File: config.mk
export PLATFORM = sky130hd
export DESIGN_NAME = decode_2_queue_flat
export DESIGN_NICKNAME = d
export VERILOG_FILES = /design/src/rtl/decode_pkg.sv /design/src/rtl/decode_2_queue_if.sv /design/src/rtl/decode_2_fifo.sv /design/src/rtl/decode_2_queue.sv /design/src/flat_wrapper.sv
export SDC_FILE = /design/constraint.sdc
export NUM_CORES = 1
export LEC_CHECK = 0
export ABC_CLOCK_PERIOD_IN_PS = 10500
export CORE_UTILIZATION = 40
export DETAILED_ROUTE_END_ITERATION = 12
export GPL_ROUTABILITY_DRIVEN = 1
export GPL_TIMING_DRIVEN = 0
export PLACE_DENSITY_LB_ADDON = 0.15
export SLEW_MARGIN = 20
export SYNTH_ARGS = -nofsm -noshare
export SYNTH_HDL_FRONTEND = slang
export SYNTH_SLANG_ARGS = --single-unit
export TNS_END_PERCENT = 100
File: constraint.sdc
create_clock -name CLK -period 10.5 [get_ports CLK]
set_input_delay 2.1 -clock CLK [delete_from_list [all_inputs] [get_ports CLK]]
set_output_delay 2.1 -clock CLK [all_outputs]
set_load 0.005 [all_outputs]
File: src/rtl/decode_pkg.sv
// decode_pkg: shared opcode constants, immediate-format enum and the
// control half of a buffered decode entry for decode_2_queue.
// Optional build macro: DECODE2_ILLEGAL_TRAP_EN (adds the stored illegal flag).
package decode_pkg;

    localparam logic [6:0] OP_R      = 7'b0110011;
    localparam logic [6:0] OP_JALR   = 7'b1100111;
    localparam logic [6:0] OP_LOAD   = 7'b0000011;
    localparam logic [6:0] OP_IMM    = 7'b0010011;
    localparam logic [6:0] OP_FENCE  = 7'b0001111;
    localparam logic [6:0] OP_SYSTEM = 7'b1110011;
    localparam logic [6:0] OP_STORE  = 7'b0100011;
    localparam logic [6:0] OP_BRANCH = 7'b1100011;
    localparam logic [6:0] OP_LUI    = 7'b0110111;
    localparam logic [6:0] OP_AUIPC  = 7'b0010111;
    localparam logic [6:0] OP_JAL    = 7'b1101111;

    typedef enum logic [2:0] {
        FMT_R, FMT_I, FMT_S, FMT_B, FMT_U, FMT_J, FMT_BAD
    } imm_fmt_e;

    // Width-independent part of an entry; pc and imm are XLEN-sized and are
    // wrapped around this in the top level.
    typedef struct packed {
        logic [6:0] opcode;
        logic [4:0] rd;
        logic [2:0] funct3;
        logic [6:0] funct7;
`ifdef DECODE2_ILLEGAL_TRAP_EN
        logic       illegal;
`endif
    } decode_ctrl_t;

    function automatic imm_fmt_e imm_fmt(input logic [6:0] opcode);
        imm_fmt_e f;
        case (opcode)
            OP_R:                                        f = FMT_R;
            OP_JALR, OP_LOAD, OP_IMM, OP_FENCE, OP_SYSTEM: f = FMT_I;
            OP_STORE:                                    f = FMT_S;
            OP_BRANCH:                                   f = FMT_B;
            OP_LUI, OP_AUIPC:                            f = FMT_U;
            OP_JAL:                                      f = FMT_J;
            default:                                     f = FMT_BAD;
        endcase
        return f;
    endfunction

endpackage

File: src/rtl/decode_2_queue_if.sv
// decode_2_queue_if: upstream (DECODE1) and downstream (DECODE2) handshake
// bundle plus FLUSH. slave = the queue, master = whoever drives it.
interface decode_2_queue_if #(parameter int XLEN = 32);
    logic            FLUSH;
    logic            DECODE1_VALID;
    logic            DECODE1_READY;
    logic [XLEN-1:0] DECODE1_PC;
    logic [6:0]      DECODE1_OPCODE;
    logic [4:0]      DECODE1_RD;
    logic [2:0]      DECODE1_FUNCT3;
    logic [6:0]      DECODE1_FUNCT7;
    logic [XLEN-1:0] DECODE1_IMM_I;
    logic [XLEN-1:0] DECODE1_IMM_S;
    logic [XLEN-1:0] DECODE1_IMM_B;
    logic [XLEN-1:0] DECODE1_IMM_U;
    logic [XLEN-1:0] DECODE1_IMM_J;
    logic            DECODE2_VALID;
    logic            DECODE2_READY;
    logic [XLEN-1:0] DECODE2_PC;
    logic [6:0]      DECODE2_OPCODE;
    logic [4:0]      DECODE2_RD;
    logic [2:0]      DECODE2_FUNCT3;
    logic [6:0]      DECODE2_FUNCT7;
    logic [XLEN-1:0] DECODE2_IMM;
    logic            DECODE2_ILLEGAL;

    modport master (
        output FLUSH, DECODE1_VALID, DECODE1_PC, DECODE1_OPCODE, DECODE1_RD,
               DECODE1_FUNCT3, DECODE1_FUNCT7, DECODE1_IMM_I, DECODE1_IMM_S,
               DECODE1_IMM_B, DECODE1_IMM_U, DECODE1_IMM_J, DECODE2_READY,
        input  DECODE1_READY, DECODE2_VALID, DECODE2_PC, DECODE2_OPCODE,
               DECODE2_RD, DECODE2_FUNCT3, DECODE2_FUNCT7, DECODE2_IMM,
               DECODE2_ILLEGAL
    );

    modport slave (
        input  FLUSH, DECODE1_VALID, DECODE1_PC, DECODE1_OPCODE, DECODE1_RD,
               DECODE1_FUNCT3, DECODE1_FUNCT7, DECODE1_IMM_I, DECODE1_IMM_S,
               DECODE1_IMM_B, DECODE1_IMM_U, DECODE1_IMM_J, DECODE2_READY,
        output DECODE1_READY, DECODE2_VALID, DECODE2_PC, DECODE2_OPCODE,
               DECODE2_RD, DECODE2_FUNCT3, DECODE2_FUNCT7, DECODE2_IMM,
               DECODE2_ILLEGAL
    );
endinterface

File: src/rtl/decode_2_fifo.sv
// decode_2_fifo: DEPTH x W synchronous FIFO with flush. Flush beats push/pop.
// Pushes when full and pops when empty are ignored.
module decode_2_fifo #(
    parameter int W     = 8,
    parameter int DEPTH = 2
) (
    input  logic                       clk,
    input  logic                       rst,
    input  logic                       flush,
    input  logic                       push,
    input  logic                       pop,
    input  logic [W-1:0]               wdata,
    output logic [W-1:0]               rdata,
    output logic [$clog2(DEPTH):0]     count
);
    localparam int PTR_W = $clog2(DEPTH);
    localparam int CNT_W = PTR_W + 1;

    logic [W-1:0]     mem [DEPTH];
    logic [PTR_W-1:0] wr_ptr, rd_ptr;
    logic             full, empty, wr_en, rd_en;

    assign full  = (count == CNT_W'(DEPTH));
    assign empty = (count == '0);
    assign wr_en = push && !full && !flush;
    assign rd_en = pop && !empty && !flush;
    assign rdata = mem[rd_ptr];

    // Entry storage; contents are only meaningful below count, so no reset.
    always_ff @(posedge clk) begin
        if (wr_en) mem[wr_ptr] <= wdata;
    end

    // Pointers wrap naturally; count tracks occupancy.
    always_ff @(posedge clk or posedge rst) begin
        if (rst) begin
            wr_ptr <= '0;
            rd_ptr <= '0;
            count  <= '0;
        end else if (flush) begin
            wr_ptr <= '0;
            rd_ptr <= '0;
            count  <= '0;
        end else begin
            if (wr_en) wr_ptr <= wr_ptr + PTR_W'(1);
            if (rd_en) rd_ptr <= rd_ptr + PTR_W'(1);
            case ({wr_en, rd_en})
                2'b10:   count <= count + CNT_W'(1);
                2'b01:   count <= count - CNT_W'(1);
                default: count <= count;
            endcase
        end
    end
endmodule

File: src/rtl/decode_2_queue.sv
// decode_2_queue: second decode stage. Selects the immediate by opcode
// format on the way in, buffers entries in decode_2_fifo, masks outputs
// to zero while empty.
// Optional build macro: DECODE2_ILLEGAL_TRAP_EN -- when defined, illegal
// opcodes are queued and flagged; otherwise they are accepted and dropped.
module decode_2_queue
    import decode_pkg::*;
#(
    parameter int XLEN  = 32,
    parameter int DEPTH = 2
) (
    input  logic              CLK,
    input  logic              RST,
    decode_2_queue_if.slave   bus
);
    localparam int CNT_W = $clog2(DEPTH) + 1;

    typedef struct packed {
        logic [XLEN-1:0] pc;
        decode_ctrl_t    ctrl;
        logic [XLEN-1:0] imm;
    } entry_t;

    imm_fmt_e        fmt;
    logic            illegal;
    entry_t          wr_entry, head;
    logic [CNT_W-1:0] count;
    logic            push, pop, head_valid;

    // Immediate select and illegal detection on the incoming instruction.
    always_comb begin
        fmt     = imm_fmt(bus.DECODE1_OPCODE);
        illegal = (fmt == FMT_BAD);
        wr_entry             = '0;
        wr_entry.pc          = bus.DECODE1_PC;
        wr_entry.ctrl.opcode = bus.DECODE1_OPCODE;
        wr_entry.ctrl.rd     = bus.DECODE1_RD;
        wr_entry.ctrl.funct3 = bus.DECODE1_FUNCT3;
        wr_entry.ctrl.funct7 = bus.DECODE1_FUNCT7;
`ifdef DECODE2_ILLEGAL_TRAP_EN
        wr_entry.ctrl.illegal = illegal;
`endif
        case (fmt)
            FMT_I:   wr_entry.imm = bus.DECODE1_IMM_I;
            FMT_S:   wr_entry.imm = bus.DECODE1_IMM_S;
            FMT_B:   wr_entry.imm = bus.DECODE1_IMM_B;
            FMT_U:   wr_entry.imm = bus.DECODE1_IMM_U;
            FMT_J:   wr_entry.imm = bus.DECODE1_IMM_J;
            default: wr_entry.imm = '0;
        endcase
    end

    // Ready depends only on occupancy and FLUSH, never on DECODE1_VALID.
    assign bus.DECODE1_READY = (count != CNT_W'(DEPTH)) && !bus.FLUSH;
    assign head_valid        = (count != '0);
    assign pop               = head_valid && bus.DECODE2_READY;

`ifdef DECODE2_ILLEGAL_TRAP_EN
    assign push = bus.DECODE1_VALID && bus.DECODE1_READY;
`else
    // Illegal opcodes complete the handshake but are never written.
    assign push = bus.DECODE1_VALID && bus.DECODE1_READY && !illegal;
`endif

    decode_2_fifo #(
        .W     ($bits(entry_t)),
        .DEPTH (DEPTH)
    ) u_fifo (
        .clk   (CLK),
        .rst   (RST),
        .flush (bus.FLUSH),
        .push  (push),
        .pop   (pop),
        .wdata (wr_entry),
        .rdata (head),
        .count (count)
    );

    // Drive head entry outward, forced to zero while the queue is empty.
    always_comb begin
        bus.DECODE2_VALID   = head_valid;
        bus.DECODE2_PC      = '0;
        bus.DECODE2_OPCODE  = '0;
        bus.DECODE2_RD      = '0;
        bus.DECODE2_FUNCT3  = '0;
        bus.DECODE2_FUNCT7  = '0;
        bus.DECODE2_IMM     = '0;
        bus.DECODE2_ILLEGAL = 1'b0;
        if (head_valid) begin
            bus.DECODE2_PC     = head.pc;
            bus.DECODE2_OPCODE = head.ctrl.opcode;
            bus.DECODE2_RD     = head.ctrl.rd;
            bus.DECODE2_FUNCT3 = head.ctrl.funct3;
            bus.DECODE2_FUNCT7 = head.ctrl.funct7;
            bus.DECODE2_IMM    = head.imm;
`ifdef DECODE2_ILLEGAL_TRAP_EN
            bus.DECODE2_ILLEGAL = head.ctrl.illegal;
`endif
        end
    end
endmodule

File: src/flat_wrapper.sv
// flat-port wrapper written by rule: the top's interface ports become plain ports
module decode_2_queue_flat import decode_pkg::*;
#(
    parameter int XLEN  = 32,
    parameter int DEPTH = 2
)
  (CLK, RST, bus_FLUSH, bus_DECODE1_VALID, bus_DECODE1_PC, bus_DECODE1_OPCODE, bus_DECODE1_RD, bus_DECODE1_FUNCT3, bus_DECODE1_FUNCT7, bus_DECODE1_IMM_I, bus_DECODE1_IMM_S, bus_DECODE1_IMM_B, bus_DECODE1_IMM_U, bus_DECODE1_IMM_J, bus_DECODE2_READY, bus_DECODE1_READY, bus_DECODE2_VALID, bus_DECODE2_PC, bus_DECODE2_OPCODE, bus_DECODE2_RD, bus_DECODE2_FUNCT3, bus_DECODE2_FUNCT7, bus_DECODE2_IMM, bus_DECODE2_ILLEGAL);
  decode_2_queue_if #(.XLEN(XLEN)) bus_i ();
  input  logic CLK;
  input  logic RST;
  input wire logic [$bits(bus_i.FLUSH)-1:0] bus_FLUSH;
  input wire logic [$bits(bus_i.DECODE1_VALID)-1:0] bus_DECODE1_VALID;
  input wire logic [$bits(bus_i.DECODE1_PC)-1:0] bus_DECODE1_PC;
  input wire logic [$bits(bus_i.DECODE1_OPCODE)-1:0] bus_DECODE1_OPCODE;
  input wire logic [$bits(bus_i.DECODE1_RD)-1:0] bus_DECODE1_RD;
  input wire logic [$bits(bus_i.DECODE1_FUNCT3)-1:0] bus_DECODE1_FUNCT3;
  input wire logic [$bits(bus_i.DECODE1_FUNCT7)-1:0] bus_DECODE1_FUNCT7;
  input wire logic [$bits(bus_i.DECODE1_IMM_I)-1:0] bus_DECODE1_IMM_I;
  input wire logic [$bits(bus_i.DECODE1_IMM_S)-1:0] bus_DECODE1_IMM_S;
  input wire logic [$bits(bus_i.DECODE1_IMM_B)-1:0] bus_DECODE1_IMM_B;
  input wire logic [$bits(bus_i.DECODE1_IMM_U)-1:0] bus_DECODE1_IMM_U;
  input wire logic [$bits(bus_i.DECODE1_IMM_J)-1:0] bus_DECODE1_IMM_J;
  input wire logic [$bits(bus_i.DECODE2_READY)-1:0] bus_DECODE2_READY;
  output wire logic [$bits(bus_i.DECODE1_READY)-1:0] bus_DECODE1_READY;
  output wire logic [$bits(bus_i.DECODE2_VALID)-1:0] bus_DECODE2_VALID;
  output wire logic [$bits(bus_i.DECODE2_PC)-1:0] bus_DECODE2_PC;
  output wire logic [$bits(bus_i.DECODE2_OPCODE)-1:0] bus_DECODE2_OPCODE;
  output wire logic [$bits(bus_i.DECODE2_RD)-1:0] bus_DECODE2_RD;
  output wire logic [$bits(bus_i.DECODE2_FUNCT3)-1:0] bus_DECODE2_FUNCT3;
  output wire logic [$bits(bus_i.DECODE2_FUNCT7)-1:0] bus_DECODE2_FUNCT7;
  output wire logic [$bits(bus_i.DECODE2_IMM)-1:0] bus_DECODE2_IMM;
  output wire logic [$bits(bus_i.DECODE2_ILLEGAL)-1:0] bus_DECODE2_ILLEGAL;
  assign bus_i.FLUSH = bus_FLUSH;
  assign bus_i.DECODE1_VALID = bus_DECODE1_VALID;
  assign bus_i.DECODE1_PC = bus_DECODE1_PC;
  assign bus_i.DECODE1_OPCODE = bus_DECODE1_OPCODE;
  assign bus_i.DECODE1_RD = bus_DECODE1_RD;
  assign bus_i.DECODE1_FUNCT3 = bus_DECODE1_FUNCT3;
  assign bus_i.DECODE1_FUNCT7 = bus_DECODE1_FUNCT7;
  assign bus_i.DECODE1_IMM_I = bus_DECODE1_IMM_I;
  assign bus_i.DECODE1_IMM_S = bus_DECODE1_IMM_S;
  assign bus_i.DECODE1_IMM_B = bus_DECODE1_IMM_B;
  assign bus_i.DECODE1_IMM_U = bus_DECODE1_IMM_U;
  assign bus_i.DECODE1_IMM_J = bus_DECODE1_IMM_J;
  assign bus_i.DECODE2_READY = bus_DECODE2_READY;
  assign bus_DECODE1_READY = bus_i.DECODE1_READY;
  assign bus_DECODE2_VALID = bus_i.DECODE2_VALID;
  assign bus_DECODE2_PC = bus_i.DECODE2_PC;
  assign bus_DECODE2_OPCODE = bus_i.DECODE2_OPCODE;
  assign bus_DECODE2_RD = bus_i.DECODE2_RD;
  assign bus_DECODE2_FUNCT3 = bus_i.DECODE2_FUNCT3;
  assign bus_DECODE2_FUNCT7 = bus_i.DECODE2_FUNCT7;
  assign bus_DECODE2_IMM = bus_i.DECODE2_IMM;
  assign bus_DECODE2_ILLEGAL = bus_i.DECODE2_ILLEGAL;
  decode_2_queue #(.XLEN(XLEN), .DEPTH(DEPTH)) u_core (.CLK(CLK), .RST(RST), .bus(bus_i));
endmodule
* Word level (Yosys, flattened, before mapping) *
Memories as Yosys holds them, arrays and structs flattened.
Index checks and enable logic that the tools add are counted.
W data, S select, Z words.

word-level totals
  register bits after elaboration = 4
  latch bits = 0
  memory bits (writable) = 172
  bits in read-only memories = 0
  bits of input ports = 219
  output and inout bits = 89
  word-level logic and storage cells = 64
  memories kept = 1

memory list
  name               depth  width  rd ports  clocked after Yosys merged registers in  write ports  line                 text
  u_core.u_fifo.mem  2      86     1         0                                        1            decode_2_fifo.sv:19  logic [W-1:0] mem [DEPTH];

operators by class
  add/subtract/negate cells = 4
  $mul = 0
  divide/modulo/power cells = 0
  order comparisons = 0
  equal/unequal tests = 21
  shift-type cells = 0
  mux-type cells = 16
  bitwise gates (word level) = 0
  reduce and logical (&&, ||, !) cells = 19

operators by type and width
  kind                   number
  $pmux W32 S5           1
  $mux W32               2
  $eq A7 B7 Y1 const B   4
  $eq A7 B6 Y1 const B   3
  $pmux W3 S6            1
  $eq A7 B5 Y1 const B   2
  $mux W7                2
  $eq A3 B3 Y1 const B   3
  $logic_and A1 B1 Y1    8
  $eq A7 B2 Y1 const B   1
  $eq A7 B4 Y1 const B   1
  $eq A3 B2 Y1 const B   2
  $mux W1                6
  $reduce_bool A2 Y1     3
  $mux W5                1
  $reduce_or A5 Y1       1
  $eq A2 B2 Y1 const B   2
  $logic_not A1 Y1       4
  $pmux W2 S2            1
  $eq A3 B1 Y1 const B   1
  $mux W3                1
  $reduce_bool A3 Y1     1
  $add A1 B1 Y1 const B  2
  $add A2 B1 Y2 const B  1
  6 further kinds        6

* Longest topological paths before layout *
  depth in word-level cells = 11
  depth in mapped cells = 12
  depth with buffers taken out = 9

* Modules after synthesis *
From an unflattened synthesis, not the netlist that was laid out.

unflattened totals
  cell total of the unflattened synthesis = 706
  area total of the unflattened synthesis = 9052.4 µm²

by module, submodules not included
  module          times used  cells an instance  area each (µm²)  seq. area each (µm²)
  decode_2_fifo   1           294                6558.8           5265.0
  decode_2_queue  1           412                2493.6           0.0

* Worst setup path after synthesis *
Ideal clock, no wire load.

  path kind = input to register
  start = in bus_DECODE1_OPCODE[6]
  end = mem u_core.u_fifo.mem[1][0] (netlist bit) (enable)
  library setup time = 0.770 ns
  data arrival time = 12.381 ns
  required time = 9.730 ns
  slack = -2.651 ns
  stages = 9
  buffers on the path = 2
  cell sequence = clkbuf_1 nor3b_1 o21a_1 clkbuf_1 inv_1 ha_1 o31ai_1 o21ai_2 nor4b_1

on the way
  longest elaborated chain between the ends = 10
  elaborated cells between the ends (all ways) = 21
  those cells by class = eq/ne (12); mux (3); reduce/logical (6)

ends and longest elaborated chain
  item                                                  line                  text
  from (decl)                                           flat_wrapper.sv:14    input wire logic [$bits(bus_i.DECODE1_OPCODE)-1:0] bus_DECODE1_OPCODE;
  $eq A7 B7 Y1, or another cell as far along            decode_pkg.sv:36      case (opcode)
  $reduce_or A5 Y1 or $reduce_or A2 Y1 (tied branches)  decode_pkg.sv:36
  $pmux W3 S6 (*)                                       decode_pkg.sv:36
  $eq A3 B3 Y1 (*)                                      decode_2_queue.sv:33  illegal = (fmt == FMT_BAD);
  $logic_not A1 Y1 (*)                                  decode_2_queue.sv:62  assign push = bus.DECODE1_VALID && bus.DECODE1_READY && !illegal;
  $logic_and A1 B1 Y1 (*)                               decode_2_queue.sv:62
  $logic_and A1 B1 Y1 (*) (2 in a row)                  decode_2_fifo.sv:25   assign wr_en = push && !full && !flush;
  $mux W1 (*)                                           decode_2_fifo.sv:31   if (wr_en) mem[wr_ptr] <= wdata;
  $mux W1 (implied by the code) (*)                     decode_2_fifo.sv:31
  to (decl)                                             decode_2_fifo.sv:19

Every way passes the cells marked *; elsewhere a longest branch is shown, timed or not.

* Worst setup path after layout *
  start = in bus_DECODE1_OPCODE[4]
  end = mem u_core.u_fifo.mem[0][12] (netlist bit) (enable)

The elaborated chain is that of the path after synthesis.

==> results by stage <==
Min path:
- The startpoint identified for the worst hold timing path is u_core.u_fifo.count[1].
- The class of the worst hold path is reg2reg.
- The worst hold path passes through 2 cells.

Timing:
- The worst path needs 5.94 ns of the cycle, external delays included.
- The worst pin sits at a relative slew slack of 42.7%.
- Setup repair after global routing left no endpoint under its margin.
- The setup violation total in the final timing report is 0.
- The smallest hold slack is 0.617 ns.
- The share of the cycle needed by the critical path after routing is 56.6%.
- On the final layout, the worst clock skew is 0.00755 ns.
- The number of max-slew violations in the final report is 0.
- The timing-limited maximum frequency is 0.168 GHz.
- For the pin with the worst max-slew slack, the measured transition is 0.859 ns.
- The total count of hold-check failures in the final report is 0.

Global routing:
- Entering global routing, the biggest net connects 17 pins.
- The global routing met3 resource utilization is 5.86%.
- The met1 usage in global routing is 25.3%.
- The global routing stage identified its most utilized layer as met2.
- In the global route stage, overall resource usage came out at 22.2%.
- The wire length of the first global-routing pass is 33600 um.
- The initial antenna violation count is 0.
- The final global-route overflow total is 0.
- For met2 alone, demand over resource in global routing was 40.0%.
- The via count of the first global-routing pass is 6363.

Clock network:
- In this run the deepest clock path goes through 2 buffers.
- The H-tree was split into 4 levels.
- The clock tree from TritonCTS is done.
- In this run, CTS created clock tree buffers numbering 17.
- The post-CTS setup buffer count is 0.
- The clock root buffer is sky130_fd_sc_hd__clkbuf_16.
- The number of hold buffers added after CTS was 0.
- The number of cells upsized or downsized after cts is 0.
- The later pin in the worst-skew pair is clocked with a latency of 0.42 ns.
- The clock-pin transition on the worst setup and hold timing paths is 0.06 ns.
- The total clock sinks is 176.

Placement:
- At the end of routability-driven placement, the weighted congestion stood at 0.803.
- The count of buffers added on input and output ports is 306.
- The half-perimeter wire length after detailed placement is 17500 um.
- The total cell area at the placement stage is 11700 um2.
- The number of placed instances, taps included, is 1201.

Worst setup path:
- The delay contributed by the slowest stage of the critical path is 0.70 ns.
- The signal on the critical path passes through clkdlybuf4s50_1 -> nor3b_1 -> o21a_1 -> clkbuf_1 -> inv_1 -> ha_1 -> o31ai_1 -> o21ai_2 -> nor4_4 -> buf_8 -> buf_8 -> buf_6 -> buf_6.
- The sort of element at the end of the critical path is a flop.
- The startpoint-to-endpoint class of the critical path is in2reg.
- For the worst setup path, the data arrival time is 6.07 ns.
- Counting cells, the worst reg-to-reg path comes to 6.
- The slowest stage of the critical path belongs to the cell sky130_fd_sc_hd__clkdlybuf4s50_1.
- Tracing the worst setup path back leads to its startpoint at bus_DECODE1_OPCODE[4].
- The startpoint type of the worst setup path is an input pin.
- The largest fanout of any net on the critical path is 11.
- The launch instance of the worst register-to-register path is u_core.u_fifo.count[1].
- The required time of the critical path is 10.63 ns.

Synthesis:
- The fraction of the yosys area taken by sequential cells is 65.4%.
- The total nets after synthesis is 831.
- By area the synthesized netlist is led by sky130_fd_sc_hd__edfxtp_1, sky130_fd_sc_hd__mux2i_1, sky130_fd_sc_hd__a22oi_1, sky130_fd_sc_hd__nor2_1, sky130_fd_sc_hd__a21o_1.
- The post-synthesis xor/xnor area fraction is 0.218%.
- By count the netlist is led by sky130_fd_sc_hd__edfxtp_1, sky130_fd_sc_hd__nor2_1, sky130_fd_sc_hd__mux2i_1, sky130_fd_sc_hd__a22oi_1, sky130_fd_sc_hd__a21oi_1.
- The number of cells produced by synthesis is 611.
- The number of unique standard cell types used by synthesis is 43.
- During synthesis, Yosys emitted a total of 0 warnings.
- The top cell type by area accounts for 64.2% of the synthesized area.
- The synthesized design contains 176 register bits.
- In the synthesized netlist the dominant register cell turns out to be sky130_fd_sc_hd__edfxtp_1.
- For this run, asynchronously set or reset flops after synthesis account for 2.27%.
- The synthesized netlist devotes 14.2% of its cell area to compound gates.
- The main combinational cell family by area after synthesis is compound AO/OA/AOI/OAI gates.
- The area of the mapped netlist is 8050 um2.
- The synthesized area per cell is 13.2 um2.
- Of the total synthesized cell area, the portion taken by full adders, half adders and majority gates is 0.155%.
- Multiplexer cells account for 10.8% of the synthesized area.
- The simple-gate share of the synthesized area is 6.78%.
- The biggest area contributor in the post-synthesis netlist is sky130_fd_sc_hd__edfxtp_1.
- In this run, synthesis inferred 172 flip-flops with an integrated enable.
- By instance count, the leading cell after synthesis is sky130_fd_sc_hd__edfxtp_1.

Pwr:
- The areal power density over the cells is 124 nW/um2.
- Summed over all cells, the static leakage comes to 0.00363 uW.
- IR analysis of the VDD net gives a maximum drop of 0.0959 mV.

Detailed routing:
- The routed wire length is 22800 um.
- Dividing the detail-routed via count by the number of cells gives 5.12.
- Once detail routing completed, the nets flagged for antenna violations numbered 0.
- In the routed design, unresolved DRC markers number 0.
- The number of iterations in the first detailed-routing pass is 4.
- The total vias in the final route is 6307.
- Dividing the detail-routed wire length by the instance count gives 18.5 um.
- The violation count after the first detailed-route iteration is 310.

Floorplan:
- The die width is 144 um.
- The chip height is 144 um.
- The floorplan die area is 20700 um2.
- The initialized floorplan defines 51 standard-cell rows.
- The number of top-level pins is 308.
- The floorplan step defined a core boundary enclosing 19600 um2.
- For this configuration, the core starts out at a cell density of 41.1%.

Cells and area:
- Relative to the synthesized area, the layout overhead comes to 52.4%.
- The layout cell share with drive strength beyond 1 is 6.10%.
- 0 antenna diodes ended up in the layout.
- Leaving out filler cells and counting taps, the final layout contains 1233.
- The finished cells cover 12300 um2.
- The final layout contains 1175 nets.

Run:
- The tool flagged a number of max-cap violations equal to 0.

Outcome:
- The run finished with clean final reports.
[critical path, delay by kind of cell]
| kind | cells | cell delay [ns] |
|---|---|---|
| compound gates | 3 | 0.70 |
| fa+ha+maj | 1 | 0.28 |
| buf+inv | 7 | 2.01 |
| simple gates | 2 | 0.97 |
[routing by layer]
layer  share of wire, %  vias to the layer above
met1                 39                     3011
met2                 53                      239
met4                1.9                        0
met3                6.0                       28
met5                  0                        -
li1                   -                     3029
[where the power goes]
part,switching [uW],internal [uW],total (uW)
logic,50.0,99.9,150
clock network,267,330,597
registers,1.50,772,774
total,319,1200,1520
[per-stage QoR]
stage | worst slack [ns] | utilization, % | power (uW) | TNS, ns
floorplan | 1.63 | - | 821 | 0
global placement | -2.38 | 58.5 | 936 | -406.28
detailed placement | 4.01 | 59.7 | 939 | 0
CTS | 4.44 | 62.6 | 1530 | 0
global route | 4.31 | 62.6 | 1570 | 0
finish | 4.56 | 62.6 | 1520 | 0
[final cells by class]
class	count	area [um2]
Timing Repair Buffer	325	3280
Inverter	4	15.0
Tap cell	265	332
Clock buffer	18	429
Clock inverter	14	133
Sequential cell	176	5270
Fill cell	1598	7330
Buffer	46	178
Multi-Input combinational cell	385	2630
[flip-flops by register name (all words and copies together) (netlist names)]
name / cells
u_core.u_fifo.count: 2
u_core.u_fifo.mem: 172
u_core.u_fifo.rd_ptr: 1
u_core.u_fifo.wr_ptr: 1
[cell usage in the layout, fill, tap and decap left out, types with 2 or more instances in the layout]
master	count
sky130_fd_sc_hd__nor2_1	92
sky130_fd_sc_hd__buf_1	12
sky130_fd_sc_hd__nand3_1	4
sky130_fd_sc_hd__clkbuf_1	33
sky130_fd_sc_hd__nor2b_1	5
sky130_fd_sc_hd__and4b_1	2
sky130_fd_sc_hd__nor3_1	3
sky130_fd_sc_hd__edfxtp_1	172
sky130_fd_sc_hd__inv_8	2
sky130_fd_sc_hd__o21ai_0	33
sky130_fd_sc_hd__clkdlybuf4s50_1	306
sky130_fd_sc_hd__clkinvlp_4	3
sky130_fd_sc_hd__nand3b_1	2
sky130_fd_sc_hd__clkbuf_16	17
sky130_fd_sc_hd__buf_6	13
sky130_fd_sc_hd__a22oi_1	63
sky130_fd_sc_hd__mux2i_1	87
sky130_fd_sc_hd__or3b_1	2
sky130_fd_sc_hd__buf_8	4
sky130_fd_sc_hd__dfrtp_1	4
sky130_fd_sc_hd__a21o_1	31
sky130_fd_sc_hd__clkinv_4	4
sky130_fd_sc_hd__clkinv_2	2
sky130_fd_sc_hd__and3_1	2
sky130_fd_sc_hd__buf_4	3
sky130_fd_sc_hd__a21oi_1	35
sky130_fd_sc_hd__inv_1	3
sky130_fd_sc_hd__nand2b_1	2
[worst paths after layout]
check / endpoint / slack [ns]
setup / recovery: u_core.u_fifo.mem[0][12] / 4.56
hold / removal: u_core.u_fifo.count[1] / 0.62
setup reg to reg: u_core.u_fifo.mem[0][12] / 8.28
hold reg to reg: u_core.u_fifo.count[1] / 0.62
max in group asynchronous: u_core.u_fifo.count[1] / 8.47
min in group asynchronous: u_core.u_fifo.rd_ptr / 1.87
[logic make-up after synthesis]
kind of cell	Yosys count
AOI/OAI and AO/OA	172
xor gates and xnor gates	2
adders and majority gates	1
buffers and inverters	50
DFF	176
muxes	87
other	1
and+or+nand+nor	122
(Power assumes the default switching activity.)
